--- config.mk ---
export PLATFORM = sky130hd
export DESIGN_NAME = cam_config_sequencer
export DESIGN_NICKNAME = d
export VERILOG_FILES = /design/src/rtl/cam_cfg_pkg.sv /design/src/rtl/cam_config_rom.sv /design/src/rtl/cam_config_sequencer.sv
export SDC_FILE = /design/constraint.sdc
export NUM_CORES = 1
export LEC_CHECK = 0
export CAP_MARGIN = 0
export CELL_PAD_IN_SITES_DETAIL_PLACEMENT = 0
export CELL_PAD_IN_SITES_GLOBAL_PLACEMENT = 2
export CORE_MARGIN = 8
export CORE_UTILIZATION = 40
export DETAILED_ROUTE_END_ITERATION = 10
export DONT_BUFFER_PORTS = 1
export PLACE_DENSITY = 0.85
export RECOVER_POWER = 50
export SYNTH_ARGS = -nofsm -noshare
export SYNTH_HDL_FRONTEND = slang
export SYNTH_SLANG_ARGS = --single-unit
--- constraint.sdc ---
create_clock -name clk_50Mhz -period 4.65 [get_ports clk_50Mhz]
set_input_delay 1.395 -clock clk_50Mhz [delete_from_list [all_inputs] [get_ports clk_50Mhz]]
set_output_delay 1.395 -clock clk_50Mhz [all_outputs]
set_load 0.05 [all_outputs]
--- src/rtl/cam_cfg_pkg.sv ---
// Shared types and constants for the OV7670 configuration sequencer:
// FSM state encoding, table marker codes and table geometry.
package cam_cfg_pkg;

  typedef enum logic [2:0] {
    ST_IDLE   = 3'd0,
    ST_READ   = 3'd1,
    ST_DECODE = 3'd2,
    ST_SEND   = 3'd3,
    ST_DELAY  = 3'd4,
    ST_TAIL   = 3'd5,
    ST_DONE   = 3'd6
  } cfg_state_e;

  localparam logic [15:0] CFG_DELAY = 16'hFFF0;
  localparam logic [15:0] CFG_END   = 16'hFFFF;

  localparam int CFG_DEPTH = 256;
  localparam int CFG_AW    = 8;
  localparam int CFG_CNT_W = 20;

  localparam logic [CFG_AW-1:0] CFG_LAST = 8'd255;

  // The last slot always terminates the walk, so the index never has to wrap.
  function automatic logic cfg_is_end(input logic [15:0] entry, input logic [CFG_AW-1:0] addr);
    return (entry == CFG_END) || (addr == CFG_LAST);
  endfunction

endpackage

--- src/rtl/cam_config_rom.sv ---
// 256x16 synchronous-read register table for the OV7670 ({register, value}).
// TABLE_SEL picks the production table (0) or short bring-up tables (1, 2).
module cam_config_rom
  import cam_cfg_pkg::*;
#(
  parameter int TABLE_SEL = 0
) (
  input  logic              clk_i,
  input  logic [CFG_AW-1:0] addr_i,
  output logic [15:0]       data_o
);

  function automatic logic [15:0] ov7670_entry(input logic [CFG_AW-1:0] a);
    logic [15:0] e;
    case (a)
      8'd0:    e = 16'h1280;
      8'd1:    e = CFG_DELAY;
      8'd2:    e = 16'h1204;
      8'd3:    e = 16'h1100;
      8'd4:    e = 16'h0C00;
      8'd5:    e = 16'h3E00;
      8'd6:    e = 16'h8C00;
      8'd7:    e = 16'h0400;
      8'd8:    e = 16'h40D0;
      8'd9:    e = 16'h3A04;
      8'd10:   e = 16'h1418;
      8'd11:   e = 16'h4FB3;
      8'd12:   e = 16'h50B3;
      8'd13:   e = 16'h5100;
      8'd14:   e = 16'h523D;
      8'd15:   e = 16'h53A7;
      8'd16:   e = 16'h54E4;
      8'd17:   e = 16'h589E;
      8'd18:   e = 16'h3DC0;
      8'd19:   e = 16'h1714;
      8'd20:   e = 16'h1802;
      8'd21:   e = 16'h3280;
      8'd22:   e = 16'h1903;
      8'd23:   e = 16'h1A7B;
      8'd24:   e = 16'h030A;
      8'd25:   e = 16'h0E61;
      8'd26:   e = 16'h0F4B;
      8'd27:   e = 16'h1602;
      8'd28:   e = 16'h1E37;
      8'd29:   e = 16'h2102;
      8'd30:   e = 16'h2291;
      8'd31:   e = 16'h2907;
      8'd32:   e = 16'h330B;
      8'd33:   e = 16'h350B;
      8'd34:   e = 16'h371D;
      8'd35:   e = 16'h3871;
      8'd36:   e = 16'h392A;
      8'd37:   e = 16'h3C78;
      8'd38:   e = 16'h4D40;
      8'd39:   e = 16'h4E20;
      8'd40:   e = 16'h6900;
      8'd41:   e = 16'h6B4A;
      8'd42:   e = 16'h7410;
      8'd43:   e = 16'h8D4F;
      8'd44:   e = 16'h8E00;
      8'd45:   e = 16'h8F00;
      8'd46:   e = 16'h9000;
      8'd47:   e = 16'h9100;
      8'd48:   e = 16'h9600;
      8'd49:   e = 16'h9A00;
      8'd50:   e = 16'hB084;
      8'd51:   e = 16'hB10C;
      8'd52:   e = 16'hB20E;
      8'd53:   e = 16'hB382;
      8'd54:   e = 16'hB80A;
      8'd55:   e = CFG_END;
      default: e = CFG_END;
    endcase
    return e;
  endfunction

  function automatic logic [15:0] short_entry(input logic [CFG_AW-1:0] a);
    logic [15:0] e;
    case (a)
      8'd0:    e = 16'h1280;
      8'd1:    e = CFG_DELAY;
      8'd2:    e = 16'h1204;
      8'd3:    e = 16'h40D0;
      8'd4:    e = 16'h3A04;
      8'd5:    e = CFG_END;
      default: e = CFG_END;
    endcase
    return e;
  endfunction

  // Table with no end marker: relies on the forced stop at the last slot.
  function automatic logic [15:0] sweep_entry(input logic [CFG_AW-1:0] a);
    logic [15:0] e;
    case (a)
      8'd0:    e = 16'h1280;
      8'd1:    e = CFG_DELAY;
      default: e = {a, ~a};
    endcase
    return e;
  endfunction

  function automatic logic [15:0] lookup(input logic [CFG_AW-1:0] a);
    logic [15:0] e;
    case (TABLE_SEL)
      1:       e = short_entry(a);
      2:       e = sweep_entry(a);
      default: e = ov7670_entry(a);
    endcase
    return e;
  endfunction

  // One-cycle synchronous read; consumer takes data_o unregistered.
  always_ff @(posedge clk_i) begin
    data_o <= lookup(addr_i);
  end

endmodule

--- src/rtl/cam_config_sequencer.sv ---
// Walks the camera register table and hands one write at a time to the SCCB
// engine, honouring delay/end markers and a bus-drain tail before done.
module cam_config_sequencer
  import cam_cfg_pkg::*;
#(
  parameter logic [7:0] SCCB_ID      = 8'h42,
  parameter int         DELAY_CYCLES = 500000,
  parameter int         TAIL_CYCLES  = 8192,
  parameter int         TABLE_SEL    = 0
) (
  input  logic       clk_50Mhz,
  input  logic       rst,
  input  logic       start,
  input  logic       i2c_taken,
  output logic       i2c_send,
  output logic [7:0] i2c_id,
  output logic [7:0] i2c_register,
  output logic [7:0] i2c_value,
  output logic       busy,
  output logic       done,
  output logic [7:0] index
);

  localparam logic [CFG_CNT_W-1:0] DELAY_LOAD = CFG_CNT_W'(DELAY_CYCLES - 1);
  localparam logic [CFG_CNT_W-1:0] TAIL_LOAD  = CFG_CNT_W'(TAIL_CYCLES - 1);
  localparam logic [CFG_CNT_W-1:0] CNT_ZERO   = 20'd0;
  localparam logic [CFG_CNT_W-1:0] CNT_ONE    = 20'd1;

  cfg_state_e           state_q;
  logic [CFG_AW-1:0]    index_q;
  logic [CFG_AW-1:0]    index_d;
  logic [7:0]           reg_q;
  logic [7:0]           val_q;
  logic                 send_q;
  logic [CFG_CNT_W-1:0] cnt_q;
  logic [15:0]          rom_data;

  cam_config_rom #(
    .TABLE_SEL(TABLE_SEL)
  ) u_rom (
    .clk_i (clk_50Mhz),
    .addr_i(index_q),
    .data_o(rom_data)
  );

  // Saturating table-pointer increment.
  always_comb begin
    if (index_q == CFG_LAST) begin
      index_d = CFG_LAST;
    end else begin
      index_d = index_q + 8'd1;
    end
  end

  // Sequencer FSM with registered write request and payload.
  always_ff @(posedge clk_50Mhz or posedge rst) begin
    if (rst) begin
      state_q <= ST_IDLE;
      index_q <= 8'd0;
      reg_q   <= 8'd0;
      val_q   <= 8'd0;
      send_q  <= 1'b0;
      cnt_q   <= CNT_ZERO;
    end else begin
      case (state_q)
        ST_IDLE, ST_DONE: begin
          if (start) begin
            index_q <= 8'd0;
            state_q <= ST_READ;
          end
        end
        ST_READ: begin
          state_q <= ST_DECODE;
        end
        ST_DECODE: begin
          if (cfg_is_end(rom_data, index_q)) begin
            cnt_q   <= TAIL_LOAD;
            state_q <= ST_TAIL;
          end else if (rom_data == CFG_DELAY) begin
            cnt_q   <= DELAY_LOAD;
            state_q <= ST_DELAY;
          end else begin
            reg_q   <= rom_data[15:8];
            val_q   <= rom_data[7:0];
            send_q  <= 1'b1;
            state_q <= ST_SEND;
          end
        end
        ST_SEND: begin
          if (i2c_taken) begin
            send_q  <= 1'b0;
            index_q <= index_d;
            state_q <= ST_READ;
          end
        end
        ST_DELAY: begin
          if (cnt_q == CNT_ZERO) begin
            index_q <= index_d;
            state_q <= ST_READ;
          end else begin
            cnt_q <= cnt_q - CNT_ONE;
          end
        end
        ST_TAIL: begin
          if (cnt_q == CNT_ZERO) begin
            state_q <= ST_DONE;
          end else begin
            cnt_q <= cnt_q - CNT_ONE;
          end
        end
        default: begin
          send_q  <= 1'b0;
          state_q <= ST_IDLE;
        end
      endcase
    end
  end

  assign i2c_send     = send_q;
  assign i2c_id       = SCCB_ID;
  assign i2c_register = reg_q;
  assign i2c_value    = val_q;
  assign index        = index_q;
  assign busy         = (state_q != ST_IDLE) && (state_q != ST_DONE);
  assign done         = (state_q == ST_DONE);

endmodule

; ---- Word level (Yosys, flattened, before mapping)
; Memories as Yosys holds them, arrays and structs flattened. A register that Yosys moved wholly into a read port is not among the register bits.
; Index checks and enable logic that the tools add are counted.
[totals]
mem_count = 1
output_inout_bits = 35
romBits = 1024
ff_bits = 48
[mem_list]
columns = name, depth, word_bits, rd, rd_clocked_by_memory_dff, write_ports, line_no
row1 = (no name shown), 64, 16, 1, 1, 0, cam_config_rom.sv:15  ; case (a)
[classes]
eq_ne = 18
muxes = 20
n_bitwise = 3
reduce_logical = 17
addsub = 2
[op_table]
columns = op, n
row1 = $mux 20, 3
row2 = $pmux 20 s2, 1
row3 = $eq 16x16->1 const B, 2
row4 = $mux 8, 4
row5 = $pmux 8 s3, 1
row6 = $logic_not 20->1, 1
row7 = $sub 20x1->20 const B, 1
row8 = $mux 3, 6
row9 = $pmux 3 s6, 1
row10 = $ne 2x2->1 const B, 7
row11 = $reduce_and 4->1, 3
row12 = $eq 3x3->1 const B, 3
row13 = $add 8x1->8 const B, 1
row14 = $eq 8x8->1 const B, 1
row15 = $eq 3x2->1 const B, 2
row16 = $ne 3x3->1 const B, 2
row17 = $reduce_and 3->1, 2
row18 = $reduce_bool 3->1, 2
row19 = $reduce_or 5->1, 1
row20 = $reduce_or 2->1, 2
row21 = $eq 3x1->1 const B, 1
row22 = $logic_not 3->1, 1
row23 = $mux 1, 3
row24 = $not 1->1, 3
row25 = 6 further kinds, 6

; ---- Depth between registers and ports, before layout
[logic_depth]
word_depth = 4
mapped_depth = 9

; ---- By module
; A second synthesis with hierarchy kept.
[hier_totals]
hier_cells = 546
area_unflattened_um2 = 4739.5
[by_module_without_submodules]
columns = module, seq_area_each_um2, instances, cells_each, area_each_um2
row1 = cam_config_sequencer, 1201.2, 1, 310, 2939.1
row2 = cam_config_rom, 320.3, 1, 236, 1800.5

; ---- Worst setup path before layout
; OpenSTA, ideal clock, no wires.
[synth_path]
path_type = register to output
startpoint = register state_q[2]
endpoint = output busy
required_ps = 3255
path_buffers = 1
setup_slack_ps = 1470
path_stages_with_launch = 4
arrival_time_ps = 1785
cell_sequence = dfrtp_1 > clkbuf_1 > and2_1 > o21ai_0
[synth_via]
elab_chain_cells = 2
[synth_rtl]
columns = element, line_no
row1 = from (decl), cam_config_sequencer.sv:29  ; cfg_state_e state_q;
row2 = from (signal assigned), cam_config_sequencer.sv:58  ; state_q <= ST_IDLE;
row3 = from (signal assigned), cam_config_sequencer.sv:69  ; state_q <= ST_READ;
row4 = from (signal assigned), cam_config_sequencer.sv:73  ; state_q <= ST_DECODE;
row5 = $ne 3x3->1 / $reduce_bool 3->1 (equally long branches), cam_config_sequencer.sv:124  ; assign busy = (state_q != ST_IDLE) && (state_q != ST_DONE);
row6 = $logic_and 1x1->1 (*), cam_config_sequencer.sv:124
row7 = to (decl), cam_config_sequencer.sv:19  ; output logic busy,
; Mark *: on every way between the ends. The rest lies on a longest branch, timed or not.

==> impl_metrics.py <==
metrics = {
    "run_status": {
        "status": "complete, but fails checks",
        "violations": "max-capacitance violations, max-slew violations",
    },
    "floorplanning": {
        "die_h_um": 122,
        "ios": 39,
        "core_um2": 11200,
        "rows": 39,
        "die_area_um2": 15000,
        "die_width_um": 122,
        "start_util_pct": 40.3,
    },
    "worst_setup_path": {
        "worst-path-buf-inv": 2,
        "path_cells": "clkbuf_1, inv_1, ha_1, nor3b_1, o21ai_0, o311a_1, nor3_1, o21ai_0",
        "critPathLaunchType": "register",
        "critPathMaxStageDelay_ns": 1.10,
        "cp_slowest_cell": "clkbuf_1",
        "cpMostUsedCell": "o21ai_0",
        "endpoint_kind": "register",
        "crit_family": "buffers and inverters",
        "worstPathMaxFanout": 20,
        "arrival_ns": 3.68,
        "worstPathRequired_ns": 4.77,
        "worstSetupPathType": "register to register",
    },
    "power": {
        "clkPwrFrac_pct": 25.0,
        "p_leak_nw": 1.90,
        "pwr-share-comb_pct": 38.2,
        "seqPwrFrac_pct": 36.8,
        "p_switching_w": 0.00135,
        "swShare_pct": 45.2,
        "power.density_nw_per_um2": 617,
        "vdd_drop_max_v": 0.000369,
        "p_int_w": 0.00164,
    },
    "timing": {
        "whs_ns": 0.497,
        "setup_viol": 0,
        "relSlewSlack_pct": -22.9,
        "hold_viol": 0,
        "tightest_slew_ns": 1.84,
        "grt_setup_unrepaired": "false",
        "fin_setup_tns_ns": 0,
        "timing.fmax_mhz": 281,
        "setup_ws_ns": 1.09,
        "layout_min_cycle_time_ns": 3.56,
        "min_period_over_period_pct": 76.6,
        "finalMaxSlewViolations": 53,
        "finClkSkew_ns": 0.0112,
    },
    "clock_tree": {
        "clk_pin_slew_ns": 0.06,
        "cts_buffers": 9,
        "htreeDepth": 3,
        "cts_hold_buf": 0,
        "cts_setup_buffers": 0,
        "clk_path_buf_depth": 2,
        "cts_resized": 0,
        "cts_root_buf": "clkbuf_16",
        "tritoncts": "yes",
        "cts.sinks": 64,
        "clock_latency_ns": 0.34,
    },
    "logic_synthesis": {
        "avgSynthCellArea_um2": 8.57,
        "synth_compound_gate_area_share_pct": 27.4,
        "synth_edf_count": 0,
        "ys_warn_count": 0,
        "synthXorXnorAreaFrac_pct": 1.16,
        "synthMuxAreaShare_pct": 5.89,
        "synth_seq_cells": 64,
        "async_reset_ff_share_pct": 75.0,
        "ys_seq_area_share_pct": 33.6,
        "synthSimpleGateAreaFrac_pct": 19.8,
        "syn-instance-count": 528,
        "synth_top_family_by_area": "compound AO/OA/AOI/OAI gates",
        "yosys_most_used_dff": "dfrtp_1",
        "synthAdderAreaFrac_pct": 4.15,
        "synth_cell_types": 74,
        "synth_area_um2": 4530,
    },
    "placement": {
        "placed_cells": 634,
        "dpl_cell_area_um2": 4520,
        "dp_hpwl_um": 8900,
        "buffer_ports.inserted": 0,
        "dp_slack_ns": 1.62,
        "gp_congestion": 0.830,
    },
    "cells_and_area": {
        "area_delta_synth_final_pct": 7.11,
        "diodes": 0,
        "final_area_um2": 4850,
        "layout-drive-gt1-share_pct": 13.0,
        "layout.nets": 521,
        "fin_cells": 650,
    },
    "routing": {
        "ant_nets": 0,
        "vias_per_cell": 6.34,
        "drc": 0,
        "routedWlPerCell_um": 20.6,
        "postRouteWirelength_um": 13400,
        "first_pass_iters": 5,
        "first_iter_violations": 537,
        "routed-via-count": 4121,
    },
    "flow_run": {
        "cap_violations": 2,
    },
    "grt": {
        "grt_max_degree": 60,
        "grt_overflow": 0,
        "antenna_found_initial": 0,
        "grt_pass1_vias": 3799,
        "gr-usage-all-layers_pct": 18.0,
        "grt_pass1_wl_um": 21200,
    },
    "worst_hold_path": {
        "hold_path.class": "register to register",
    },
}
==> final timing paths <==
check	from	endpoint	slack (ns)	cells past startpoint
worst max register to register	index[0]$_DFFE_PP0P_	u_rom.data_o[9]$_SDFF_PP1_	1.09	8
worst min register to register	u_rom.data_o[11]$_SDFF_PP1_	i2c_register[3]$_DFFE_PP0P_	0.50	1
worst max-delay path	index[0]$_DFFE_PP0P_	u_rom.data_o[9]$_SDFF_PP1_	1.09	8
max in group asynchronous	rst	index[4]$_DFFE_PP0P_	1.37	2
min in group asynchronous	rst	i2c_value[1]$_DFFE_PP0P_	1.02	1
worst min-delay path	u_rom.data_o[11]$_SDFF_PP1_	i2c_register[3]$_DFFE_PP0P_	0.50	1
==> cells in the mapped netlist, drive strengths merged (4+ instances only) <==
cell      n  area share, %
a2111oi   4            1.2
a211oi   13            2.2
a21o      5           0.83
a21oi    39            4.5
a22oi     6            1.0
a311oi    4           0.77
a31oi    15            2.1
and3      5           0.83
buf      21            3.3
clkbuf   30            2.9
dfrtp    48             27
dfxtp    16            7.1
ha       15            4.1
inv      19            1.6
mux2     17            4.2
nand2    36            3.0
nand3    11            1.5
nand4     8            1.1
nor2     46            3.9
nor2b     9            1.2
nor3     23            2.5
nor4      7            1.6
o211ai   10            1.7
o21ai    36            4.2
o221ai    5           0.97
o22a      7            1.4
o22ai     5           0.69
o2bb2ai   5           0.97
o311a     5            1.1
or3       5           0.72
or4       8            1.5
xnor2     4           0.77
==> cell usage in the layout (no fill, tap or decap), types with 4 or more instances in the layout <==
cell type   n
nor2_1     45
nor3_1     23
a21o_1      5
or4_1       6
o221ai_1    5
a31oi_1    15
nor2b_1     9
nor4_1      4
nand3_1    10
o22a_1      6
ha_1       15
inv_1      18
a311oi_1    4
buf_4       6
o21ai_0    33
a211oi_1   13
o211ai_1   10
dfxtp_1    16
o22ai_1     5
clkbuf_16   9
xnor2_1     4
nand4_1     8
conb_1      8
dfrtp_1    45
or3_1       4
mux2_2     17
o2bb2ai_1   5
o311a_1     5
a22oi_1     6
nand2_1    36
a21oi_1    37
==> power by group through the flow <==
stage                     Combinational (W)  Sequential [W]  Clock, W
final                               0.00114         0.00110  0.000749
after global routing                0.00125         0.00114  0.000792
after CTS                           0.00113         0.00110  0.000759
after detailed placement            0.00113         0.00111         0
after global placement              0.00113         0.00110         0
after floorplan                    0.000903         0.00107         0
==> area by class of cell <==
type / count / area (µm²)
fill: 1135 / 6380
multi-input combinational: 400 / 2690
sequential: 64 / 1530
clock buffer: 10 / 239
tap: 143 / 179
clock inverter: 6 / 92.6
inverter: 19 / 71.3
timing repair buffer: 8 / 52.6
==> cell families after synthesis <==
logic type | count (synthesis)
flops | 64
buf+inv | 70
compound gates | 179
other cells | 2
simple gates | 170
xor+xnor | 6
fa+ha+maj | 15
mux | 22
==> through the flow <==
| step | total power, W | utilization [%] |
|---|---|---|
| after global placement | 0.00223 | 40.3 |
| after CTS | 0.00299 | 43.3 |
| final | 0.00299 | 43.2 |
| after global routing | 0.00318 | 43.2 |
| after detailed placement | 0.00224 | 40.3 |
| after floorplan | 0.00197 | - |
==> state kept, by name, summed over array words and instances (netlist names) <==
register      flops
cnt_q            20
i2c_register      8
i2c_send          1
i2c_value         8
index             8
state_q           3
u_rom.data_o     16
==> metal layers <==
| layer | vias to the layer above | GRT usage, % | share of wire [%] |
|---|---|---|---|
| met3 | 15 | 4.74 | 8.8 |
| met2 | 189 | 24.9 | 43 |
| met5 | - | 0 | 0 |
| met1 | 2003 | 26.2 | 47 |
| li1 | 1914 | - | - |
| met4 | 0 | 6.40 | 1.5 |
No activity file was read; power rests on OpenSTA's default activity.
